<file path="src/rtl/mapper_trap_ctrl.sv">
// Mapper page translation, guest I/O trap FIFO, timed NMI and hypervisor exit sequencing.
module mapper_trap_ctrl #(
   parameter int unsigned PAGE_BITS  = 2,
   parameter int unsigned PHYS_W     = 8,
   parameter int unsigned TRAP_DEPTH = 4,
   parameter int unsigned NMI_CYCLES = 4
) (
   input  logic              clk,
   input  logic              reset_n,
   input  logic [15:0]       bus_addr,
   input  logic [7:0]        bus_wdata,
   input  logic              io_strobe,
   input  logic              io_write,
   input  logic              io_mapper,
   input  logic              m1_strobe,
   input  logic              irq_sys_n,
   output logic [7:0]        bus_rdata,
   output logic              trans_en,
   output logic [PHYS_W-1:0] trans_page,
   output logic              trapped,
   output logic              nmi_n,
   output logic              irq_n
);

   localparam int unsigned PAGES = 1 << PAGE_BITS;
   localparam int unsigned PTR_W = $clog2(TRAP_DEPTH);
   localparam int unsigned CNT_W = PTR_W + 1;
   localparam int unsigned NMI_W = $clog2(NMI_CYCLES) + 1;
   localparam int unsigned ENT_W = 17;

   typedef enum logic [2:0] {S_RUN, S_NMI, S_TRAPPED, S_EXIT_ARM, S_EXIT_JMP} state_t;

   state_t              state, state_nxt;
   logic [1:0]          ctrl, ctrl_nxt;
   logic                nmi_n_nxt, trapped_nxt, trans_en_nxt;
   logic                overflow;
   logic [ENT_W-1:0]    fifo_mem [TRAP_DEPTH];
   logic [PTR_W-1:0]    rd_ptr, wr_ptr;
   logic [CNT_W-1:0]    fifo_cnt;
   logic [7:0]          viol_cnt;
   logic [PHYS_W-1:0]   page_tbl [PAGES];
   logic [PAGE_BITS-1:0] tbl_index;
   logic [NMI_W-1:0]    nmi_cnt;
   logic [7:0]          rd_mux;

   logic                reg_wr, reg_rd, in_guest, in_trap, violation;
   logic                fifo_empty, fifo_full, pop, push_ok, push_drop;
   logic [2:0]          reg_sel;
   logic [1:0]          cnt_field;
   logic [ENT_W-1:0]    head;

   // Bus decode and FIFO handshake terms
   always_comb begin
      reg_sel    = bus_addr[2:0];
      reg_wr     = io_strobe && io_mapper && io_write;
      reg_rd     = io_strobe && io_mapper && !io_write;
      in_guest   = (state == S_RUN) || (state == S_NMI);
      in_trap    = !in_guest;
      violation  = io_strobe && !io_mapper && ctrl[0] && in_guest;
      fifo_empty = (fifo_cnt == '0);
      fifo_full  = (fifo_cnt == CNT_W'(TRAP_DEPTH));
      pop        = reg_rd && (reg_sel == 3'd3) && !fifo_empty;
      push_ok    = violation && (!fifo_full || pop);
      push_drop  = violation && fifo_full && !pop;
      cnt_field  = (fifo_cnt > CNT_W'(3)) ? 2'd3 : fifo_cnt[1:0];
      head       = fifo_mem[rd_ptr];
   end

   // State register
   always_ff @(posedge clk) begin
      if (!reset_n) state <= S_RUN;
      else          state <= state_nxt;
   end

   // Next-state logic and next values of the registered status outputs
   always_comb begin
      state_nxt = state;
      ctrl_nxt  = ctrl;
      if (reg_wr && (reg_sel == 3'd0)) ctrl_nxt = bus_wdata[1:0];
      case (state)
         S_RUN:      if (violation) state_nxt = S_NMI;
         S_NMI:      if (nmi_cnt == NMI_W'(NMI_CYCLES - 1)) state_nxt = S_TRAPPED;
         S_TRAPPED:  if (reg_wr && (reg_sel == 3'd7)) state_nxt = S_EXIT_ARM;
         S_EXIT_ARM: if (m1_strobe && ((bus_wdata == 8'hC3) || (bus_wdata == 8'hE9)))
                        state_nxt = S_EXIT_JMP;
         S_EXIT_JMP: if (m1_strobe) state_nxt = S_RUN;
         default:    state_nxt = S_RUN;
      endcase
      nmi_n_nxt    = (state_nxt != S_NMI);
      trapped_nxt  = (state_nxt == S_TRAPPED) || (state_nxt == S_EXIT_ARM) ||
                     (state_nxt == S_EXIT_JMP);
      trans_en_nxt = ctrl_nxt[0] && ((state_nxt == S_RUN) || (state_nxt == S_NMI));
   end

   // Register read mux; empty FIFO peeks and pops read as zero
   always_comb begin
      rd_mux = 8'h00;
      case (reg_sel)
         3'd0: rd_mux = {overflow, in_trap, fifo_empty, fifo_full, 2'b00, cnt_field};
         3'd1: if (!fifo_empty) rd_mux = head[7:0];
         3'd2: if (!fifo_empty) rd_mux = head[15:8];
         3'd3: if (!fifo_empty) rd_mux = {head[16], 7'h00};
         3'd4: rd_mux = 8'(tbl_index);
         3'd5: rd_mux = 8'(page_tbl[tbl_index]);
         3'd6: rd_mux = viol_cnt;
         default: rd_mux = 8'h00;
      endcase
   end

   // Datapath: control, FIFO, counters, page table and registered outputs
   always_ff @(posedge clk) begin
      if (!reset_n) begin
         ctrl      <= 2'b00;
         overflow  <= 1'b0;
         rd_ptr    <= '0;
         wr_ptr    <= '0;
         fifo_cnt  <= '0;
         viol_cnt  <= 8'h00;
         tbl_index <= '0;
         nmi_cnt   <= '0;
         bus_rdata <= 8'h00;
         trans_en  <= 1'b0;
         trapped   <= 1'b0;
         nmi_n     <= 1'b1;
         irq_n     <= 1'b1;
         for (int i = 0; i < int'(TRAP_DEPTH); i++) fifo_mem[i] <= '0;
         for (int i = 0; i < int'(PAGES); i++) page_tbl[i] <= PHYS_W'(i);
      end else begin
         ctrl     <= ctrl_nxt;
         trans_en <= trans_en_nxt;
         trapped  <= trapped_nxt;
         nmi_n    <= nmi_n_nxt;
         irq_n    <= in_guest ? !ctrl[1] : irq_sys_n;

         if (state == S_NMI) nmi_cnt <= nmi_cnt + 1'b1;
         else                nmi_cnt <= '0;

         if (reg_rd) bus_rdata <= rd_mux;

         if (push_ok) begin
            fifo_mem[wr_ptr] <= {io_write, bus_addr};
            wr_ptr           <= wr_ptr + 1'b1;
         end
         if (pop) rd_ptr <= rd_ptr + 1'b1;
         case ({push_ok, pop})
            2'b10:   fifo_cnt <= fifo_cnt + 1'b1;
            2'b01:   fifo_cnt <= fifo_cnt - 1'b1;
            default: ;
         endcase

         if (push_drop) overflow <= 1'b1;
         else if (reg_wr && (reg_sel == 3'd0) && bus_wdata[7]) overflow <= 1'b0;

         if (reg_wr && (reg_sel == 3'd6)) viol_cnt <= 8'h00;
         else if (violation && (viol_cnt != 8'hFF)) viol_cnt <= viol_cnt + 1'b1;

         if (reg_wr && (reg_sel == 3'd4)) tbl_index <= bus_wdata[PAGE_BITS-1:0];
         if (reg_wr && (reg_sel == 3'd5)) begin
            page_tbl[tbl_index] <= bus_wdata[PHYS_W-1:0];
            tbl_index           <= tbl_index + 1'b1;
         end
      end
   end

   // Combinational page lookup from the upper address bits
   assign trans_page = page_tbl[bus_addr[15 -: PAGE_BITS]];

endmodule

</file>
<file path="config.mk">
export PLATFORM = sky130hd
export DESIGN_NAME = mapper_trap_ctrl
export DESIGN_NICKNAME = d
export VERILOG_FILES = /design/src/rtl/mapper_trap_ctrl.sv
export SDC_FILE = /design/constraint.sdc
export NUM_CORES = 1
export LEC_CHECK = 0
export BUFFER_PORTS_ARGS = -buffer_cell sky130_fd_sc_hd__buf_4
export CORE_ASPECT_RATIO = 0.75
export CORE_MARGIN = 4
export CORE_UTILIZATION = 64
export CTS_BUF_LIST = sky130_fd_sc_hd__clkbuf_4 sky130_fd_sc_hd__clkbuf_8
export DETAILED_ROUTE_END_ITERATION = 8
export PLACE_DENSITY = 0.82
export SYNTH_ARGS = -nofsm -noshare
export SYNTH_HDL_FRONTEND = slang
export SYNTH_SLANG_ARGS = --single-unit
</file>
<file path="constraint.sdc">
create_clock -name clk -period 5 [get_ports clk]
set_input_delay 1 -clock clk [delete_from_list [all_inputs] [get_ports clk]]
set_output_delay 1 -clock clk [all_outputs]
set_load 0.005 [all_outputs]
</file>
* Word level (Yosys, flattened, before mapping)
Memories as Yosys holds them, arrays and structs flattened. A register that Yosys moved wholly into a read port is not among the register bits.
Index checks and enable logic that the tools add are counted.
** Word-level totals
- Register bits :: 38
- Bits in writable memories :: 100
- Input port bits :: 31
- Memories :: 2
** Memories
- fifo_mem :: words 4, width 17, read ports 1, clocked after memory_dff 1, write ports 4, line 37 : logic [ENT_W-1:0] fifo_mem [TRAP_DEPTH];
- page_tbl :: words 4, width 8, read ports 2, clocked after memory_dff 1, write ports 4, line 41 : logic [PHYS_W-1:0] page_tbl [PAGES];
** Operators by class
- $add $sub $neg :: 7
- $lt $le $gt $ge :: 1
- Eq/ne operators :: 23
- Mux-type cells :: 35
- Bitwise operators :: 1
- Reductions and logical operators :: 44
** Operator list (number)
- case mux 8 bit (7 select lines) :: 1
- 2-to-1 mux 8 bit :: 4
- == test 3 x 2 -> 1 bit, second input constant :: 7
- == test 3 bit, second input constant :: 7
- logical AND 1 bit :: 20
- 2-to-1 mux 2 bit :: 9
- 2-to-1 mux 17 bit :: 1
- OR reduction 17 bit :: 1
- == test 8 bit, second input constant :: 2
- 2-to-1 mux 3 bit :: 5
- case mux 3 bit (5 select lines) :: 1
- 2-to-1 mux 1 bit :: 13
- zero test 3 bit :: 4
- == test 3 x 1 -> 1 bit, second input constant :: 3
- adder 8 x 1 -> 8 bit, second input constant :: 1
- inequality test 8 bit, second input constant :: 1
- OR reduction 8 bit :: 1
- zero test 1 bit :: 7
- adder 2 x 1 -> 2 bit, second input constant :: 3
- adder 3 x 1 -> 3 bit, second input constant :: 2
- logical OR 1 bit :: 6
- case mux 3 bit (2 select lines) :: 1
- nonzero test 2 bit :: 3
- > comparator 3 x 2 -> 1 bit, second input constant :: 1
- 7 further kinds :: 7

* Longest topological paths before layout
Gate-level depths: netlist of run 1.
- Depth in word-level cells :: 11
- Gate-level depth with buffers :: 8

* Worst setup path before layout of run 1
Ideal clock, no wire load.
- Path type :: input -> output
- From :: in bus_addr[14]
- To :: out trans_page[1]
- Data arrival time :: 1.945 ns
- Path slack :: 2.055 ns
- Cell stages on the path :: 2
- Path buffers :: 1
- Cells stage by stage :: buf_1 -> mux4_2
** On the way
- Cells in the longest elaborated chain, start to end :: 1
** RTL lines
- start: declaration :: line 10 : input logic [15:0] bus_addr,
- memory (4 x 8 bit)
- end: declaration :: line 19 : output logic [PHYS_W-1:0] trans_page,
Every way passes these cells.

==> metrics.txt, run 1 <==
Worst Path Arrival 3.40 ns; Worst Path Required 5.10 ns; Synth Net Count 562; post-cts gate resize count 0; crit-path max FO 23; synthesized area 6880 um^2; slew margin rel. 38.9%; final WL 15600 um; number of clock sinks 142; clk_lat worst skew 0.45 ns; final core occ 74.0%; fin crit share 66.0%; Setup TNS 0 ns; M1 WL 6780 um; CP Launch Type input pin; Via density 6.41; Area Overhead vs Synth 11.9%; DR iter-0 viols 639; wire length on met2 7210 um; Total GRT Usage 25.8%; Post-CTS Hold Fix Bufs 0; diodes inserted 0; CTS root buf clkbuf_8; final hold slack 0.422 ns; Hold Fails Final Rpt 0; layout cells sized above 1 23.9%; Syn. warnings 0; die area 12500 um^2; initial antenna violation count 0; Slew @ Worst Pin 0.915 ns; fin. max-slew vios 0; dpl ws 1.29 ns; most frequent cells in the layout edfxtp_1, and2_1, buf_4; CTS Buffer Depth 2; final setup fails 0; first-pass GRT wire length 24200 um; routed length per placed instance 21.9 um; Power Density 320 nW/um^2; Ports 51; CP peak stage delay 0.79 ns; commonest non-fill, non-tap cell in the layout edfxtp_1; Syn Area/Cell 13.1 um^2; EDFF count, synth 100; Max Used Layer met4; status complete, no violations; Total Power 2460 uW; GR Overflow Total 0; dpl hpwl 10700 um; CTS buffer count 17; Leakage 0.00280 uW; Die Y-Extent 97.8 um; die width 128 um; H-Tree Depth 4; maxcap violations 0; peak supply drop 0.312 mV; Hold Path Class reg2reg; Worst Setup End Kind flop; Routed met3 length 1370 um; Routed Antenna Nets 0; fin crit period 3.30 ns; Cells after Synth 527; RSZ-0062 raised after global routing false; Core Area 10400 um^2; CTS tree built; Critical-path top delay cell nor3b_1; Std-Cell Rows 32; CP cell instances buf_4, nor2b_1, nand3_1, nor3b_1, nand2b_1; fmax 303 MHz; number of global-route vias before repair 4401; total vias in the final route 4548; drt first pass iters 5; Post-CTS Setup Inserts 0; clk slew on worst S/H paths 0.08 ns; routability cong. 0.923; final setup margin 1.70 ns; largest net degree at the start of global routing 31; Post-Route Skew 0.0123 ns; Seq/Total Area, Yosys 55.8%; final net count 596; DRC 0; Starting Density 66.1%; Port Buffers 50; Synth Register Bits 142; share of async-settable or async-resettable flops after synthesis 0%; Setup Crit Path Kind in2reg; Synth cell types 68; Top FF cell, synth edfxtp_1
where the power goes:
part	total, uW	leakage [uW]	switching, uW	internal, uW
clock	1040	0.000219	478	560
combinational	129	0.00122	75.6	53.6
sequential	1300	0.00136	13.5	1280
routing by layer:
metal	vias to the layer above	global-route usage [%]
met5	-	0
met1	2257	37.7
li1	2054	-
met3	22	8.20
met4	0	6.85
met2	215	38.0
worst paths after layout:
path / startpoint / endpoint / slack [ns] / cells past startpoint
max: bus_addr[0] / page_tbl[2][1] / 1.70 / 5
min: nmi_cnt[0] / nmi_cnt[0] / 0.42 / 1
max reg2reg: state[1] / fifo_mem[0][14] / 2.03 / 4
min reg2reg: nmi_cnt[0] / nmi_cnt[0] / 0.42 / 1
sequential cells by signal, summed over array words and instances, names as in the netlist, named ones only:
register   flops
bus_rdata      8
ctrl           2
fifo_cnt       3
fifo_mem      68
irq_n          1
nmi_cnt        3
nmi_n          1
overflow       1
page_tbl      32
rd_ptr         2
state          3
tbl_index      2
trans_en       1
trapped        1
viol_cnt       8
wr_ptr         2
per-stage QoR:
stage                     area (um^2)  cells
after CTS                        7700    710
final                            7700    710
after detailed placement         7250    678
after global placement           7250    678
after global routing             7700    710
after floorplan                  6880    527
cells in the mapped netlist (3+ instances only):
cell type,number,area share [%]
mux4_2,34,11
inv_1,13,0.71
and2_4,10,1.3
buf_6,4,0.65
edfxtp_1,100,44
dfxtp_1,42,12
nand3b_1,6,0.65
o21a_1,5,0.55
nand2b_1,9,0.82
a221o_1,4,0.58
a21boi_0,3,0.33
buf_1,6,0.33
nor2b_1,4,0.36
nand4_1,6,0.55
a22o_1,7,0.89
nand2_1,20,1.1
and3b_1,4,0.51
and2_1,89,8.1
a21oi_1,12,0.87
mux2i_1,7,1.0
buf_2,6,0.44
nor3_1,5,0.36
nor3b_1,5,0.55
nand3_1,13,0.95
a22oi_1,4,0.44
ha_1,3,0.55
clkbuf_1,16,0.87
or4_1,4,0.44
xnor2_1,3,0.38
nor2_1,20,1.1
or3_1,7,0.64
o21ai_0,10,0.73
o31ai_1,3,0.33
critical path: cells and delay by family:
family,cells,cell delay (ns)
buffers and inverters,1,0.21
and+or+nand+nor,4,2.18
kinds of logic after synthesis:
kind of cell / after synthesis / share of synthesized area [%]
and+or+nand+nor: 216 / 19.8
buffers and inverters: 49 / 3.36
adders and majority gates: 4 / 0.836
DFF: 142 / 55.8
xor gates and xnor gates: 3 / 0.382
muxes: 41 / 12.1
AOI/OAI and AO/OA: 72 / 7.67
cell type report:
class | instances | area, um^2
clock buffer | 18 | 241
clock inverter | 14 | 205
fill | 694 | 2710
inverter | 13 | 48.8
multi-input combinational | 336 | 2810
sequential | 142 | 3840
tap | 136 | 170
timing repair buffer | 51 | 383
Power figures use the tool's default switching activity.
==> inputs of run 2 (changes only) <==
--- a/config.mk
+++ b/config.mk
@@ -8,10 +8,10 @@
 export BUFFER_PORTS_ARGS = -buffer_cell sky130_fd_sc_hd__buf_4
 export CORE_ASPECT_RATIO = 0.75
 export CORE_MARGIN = 4
-export CORE_UTILIZATION = 64
+export CORE_UTILIZATION = 62
 export CTS_BUF_LIST = sky130_fd_sc_hd__clkbuf_4 sky130_fd_sc_hd__clkbuf_8
 export DETAILED_ROUTE_END_ITERATION = 8
-export PLACE_DENSITY = 0.82
+export PLACE_DENSITY = 0.8
 export SYNTH_ARGS = -nofsm -noshare
 export SYNTH_HDL_FRONTEND = slang
 export SYNTH_SLANG_ARGS = --single-unit
==> constraint.sdc (replaced) <==
create_clock -name clk -period 3.25 [get_ports clk]
set_input_delay 0.65 -clock clk [delete_from_list [all_inputs] [get_ports clk]]
set_output_delay 0.65 -clock clk [all_outputs]
set_load 0.005 [all_outputs]
==> run 2 against run 1 <==
  * Register-to-register slack worse by 1.2 ns
  * Final cell count increased by 2.0%
  * Worst hold slack better by 0.023 ns
  * Core utilization shrank 3.3 points
  * Clock power increased by 28%
==> metrics.txt, run 2 (synthesized netlist as in run 1, its figures left out) <==
fmax 417 MHz; maxcap violations 0 (unchanged); Power Density 459 nW/um^2 (+43%); H-Tree Depth 4 (unchanged); Post-CTS Setup Inserts 0 (unchanged); commonest non-fill, non-tap cell in the layout edfxtp_1; final setup fails 0 (unchanged); largest registers fifo_mem (68), page_tbl (32); RSZ-0062 raised after global routing false; Via density 6.35 (-0.83%); number of clock sinks 142 (unchanged); placed cells 692 (+2.1%); Critical-path top delay cell dfxtp_1; Setup TNS 0 ns (unchanged); DRC 0 (unchanged); fin. max-slew vios 0 (unchanged); CTS Buffer Depth 2 (unchanged); max FFs per register 68 (unchanged); CP delay by family, top simple AND/OR/NAND/NOR gates; Ports 51 (unchanged); largest net degree at the start of global routing 31 (unchanged); routability cong. 0.858 (-7.1%); CP peak stage delay 0.43 ns (-0.36 ns); drt first pass iters 8 (+3); Core Area 10900 um^2 (+4.7%); clk slew on worst S/H paths 0.07 ns (about the same); final WL 15800 um (+1.9%); die area 12900 um^2 (+3.0%); CTS buffer count 17 (unchanged); Area Overhead vs Synth 11.9% (about the same); Worst Path Buf+Inv 1 (unchanged); Largest Register fifo_mem; Routed Antenna Nets 0 (unchanged); fin crit period 2.40 ns; Die Y-Extent 99.2 um (+1.5%); slew margin rel. 43.0% (+4.1 points); Hold Path Class in2reg; final hold slack 0.445 ns (+0.0234 ns); CP Launch Type flop; Area after DPL 7330 um^2 (+1.1%); die width 130 um (+1.5%); CP cell instances and4bb_2, and4b_4, nor3b_4, nand2b_1, buf_4; Non-Filler Instances 724 (+2.0%); crit-path max FO 20 (-13%); Slew @ Worst Pin 0.854 ns (-0.0607 ns); CTS root buf clkbuf_8; Starting Density 63.1% (-3.0 points); Leakage 0.00282 uW (+0.61%); clk_lat worst skew 0.45 ns (about the same); number of global-route vias before repair 4442 (+0.93%); reg2reg setup slack 0.85 ns (-1.18 ns); Post-CTS Hold Fix Bufs 0 (unchanged); Total GRT Usage 26.0% (+0.19 points); GR Overflow Total 0 (unchanged); fin crit share 73.9%; Post-Route Skew 0.0122 ns (-0.0000311 ns); peak supply drop 0.319 mV (+2.5%); Std-Cell Rows 33 (+3.1%); diodes inserted 0 (unchanged); routed length per placed instance 21.9 um (about the same); dpl hpwl 11200 um (+4.5%); first-pass GRT wire length 25000 um (+3.3%); initial antenna violation count 0 (unchanged); post-cts gate resize count 0 (unchanged); Port Buffers 50 (unchanged); status complete, no violations; total vias in the final route 4599 (+1.1%); Setup Crit Path Kind reg2reg; DR iter-0 viols 589 (-7.8%); Worst Path Required 3.40 ns (-1.70 ns); final net count 606 (+1.7%); layout cells sized above 1 25.2% (+1.3 points); most frequent cells in the layout edfxtp_1, and2_1, buf_4; Worst Path Arrival 2.55 ns (-0.85 ns); design area 7700 um^2 (about the same); Worst Setup End Kind flop; Hold Fails Final Rpt 0 (unchanged); CTS tree built
-- run 2: per-stage QoR --
stage | utilization, % | power, uW | setup WS (ns)
floorplan | - | 2130 | 0.871
global placement | 67.3 | 2230 | 0.696
detailed placement | 67.3 | 2240 | 0.597
CTS | 70.6 | 3530 | 0.835
global route | 70.6 | 3650 | 0.702
finish | 70.6 | 3530 | 0.849
-- run 2: worst min-delay path, cell delays in order --
cell,delay (ns)
buf_4,0.08
o21ai_0,0.07
nand2_1,0.06
-- run 2: power by group --
group	internal, uW	switching (uW)	total [uW]	leakage [uW]
sequential	1970	20.6	1990	0.00136
clock	635	697	1330	0.000185
combinational	86.6	120	206	0.00127
-- run 2: worst paths after layout --
| kind | start | endpoint | depth (start not counted) |
|---|---|---|---|
| setup / recovery | state[1] | fifo_mem[0][0] | 5 |
| hold / removal | irq_sys_n | irq_n | 3 |
| setup reg to reg | state[1] | fifo_mem[0][0] | 5 |
| hold reg to reg | bus_rdata[0] | bus_rdata[0] | 2 |
-- run 2: per-layer routing --
metal  part of all wire [%]  global-route usage (%)  up-vias  routed length, um
met5                      0                       0        -                  0
met4                    1.7                    7.03        0                274
met3                    9.7                    7.46       30               1540
met2                     45                    36.9      218               7090
met1                     44                    39.7     2288               6940
li1                       -                       -     2063                  -
-- run 2: cell type report --
type / instances / area, um^2
multi-input cells: 336 / 2810
repair buffers: 61 / 458
flip-flops and latches: 142 / 3840
clock buffers: 20 / 256
fillers: 723 / 3200
inverters: 13 / 48.8
clock inverters: 12 / 111
well taps: 140 / 175
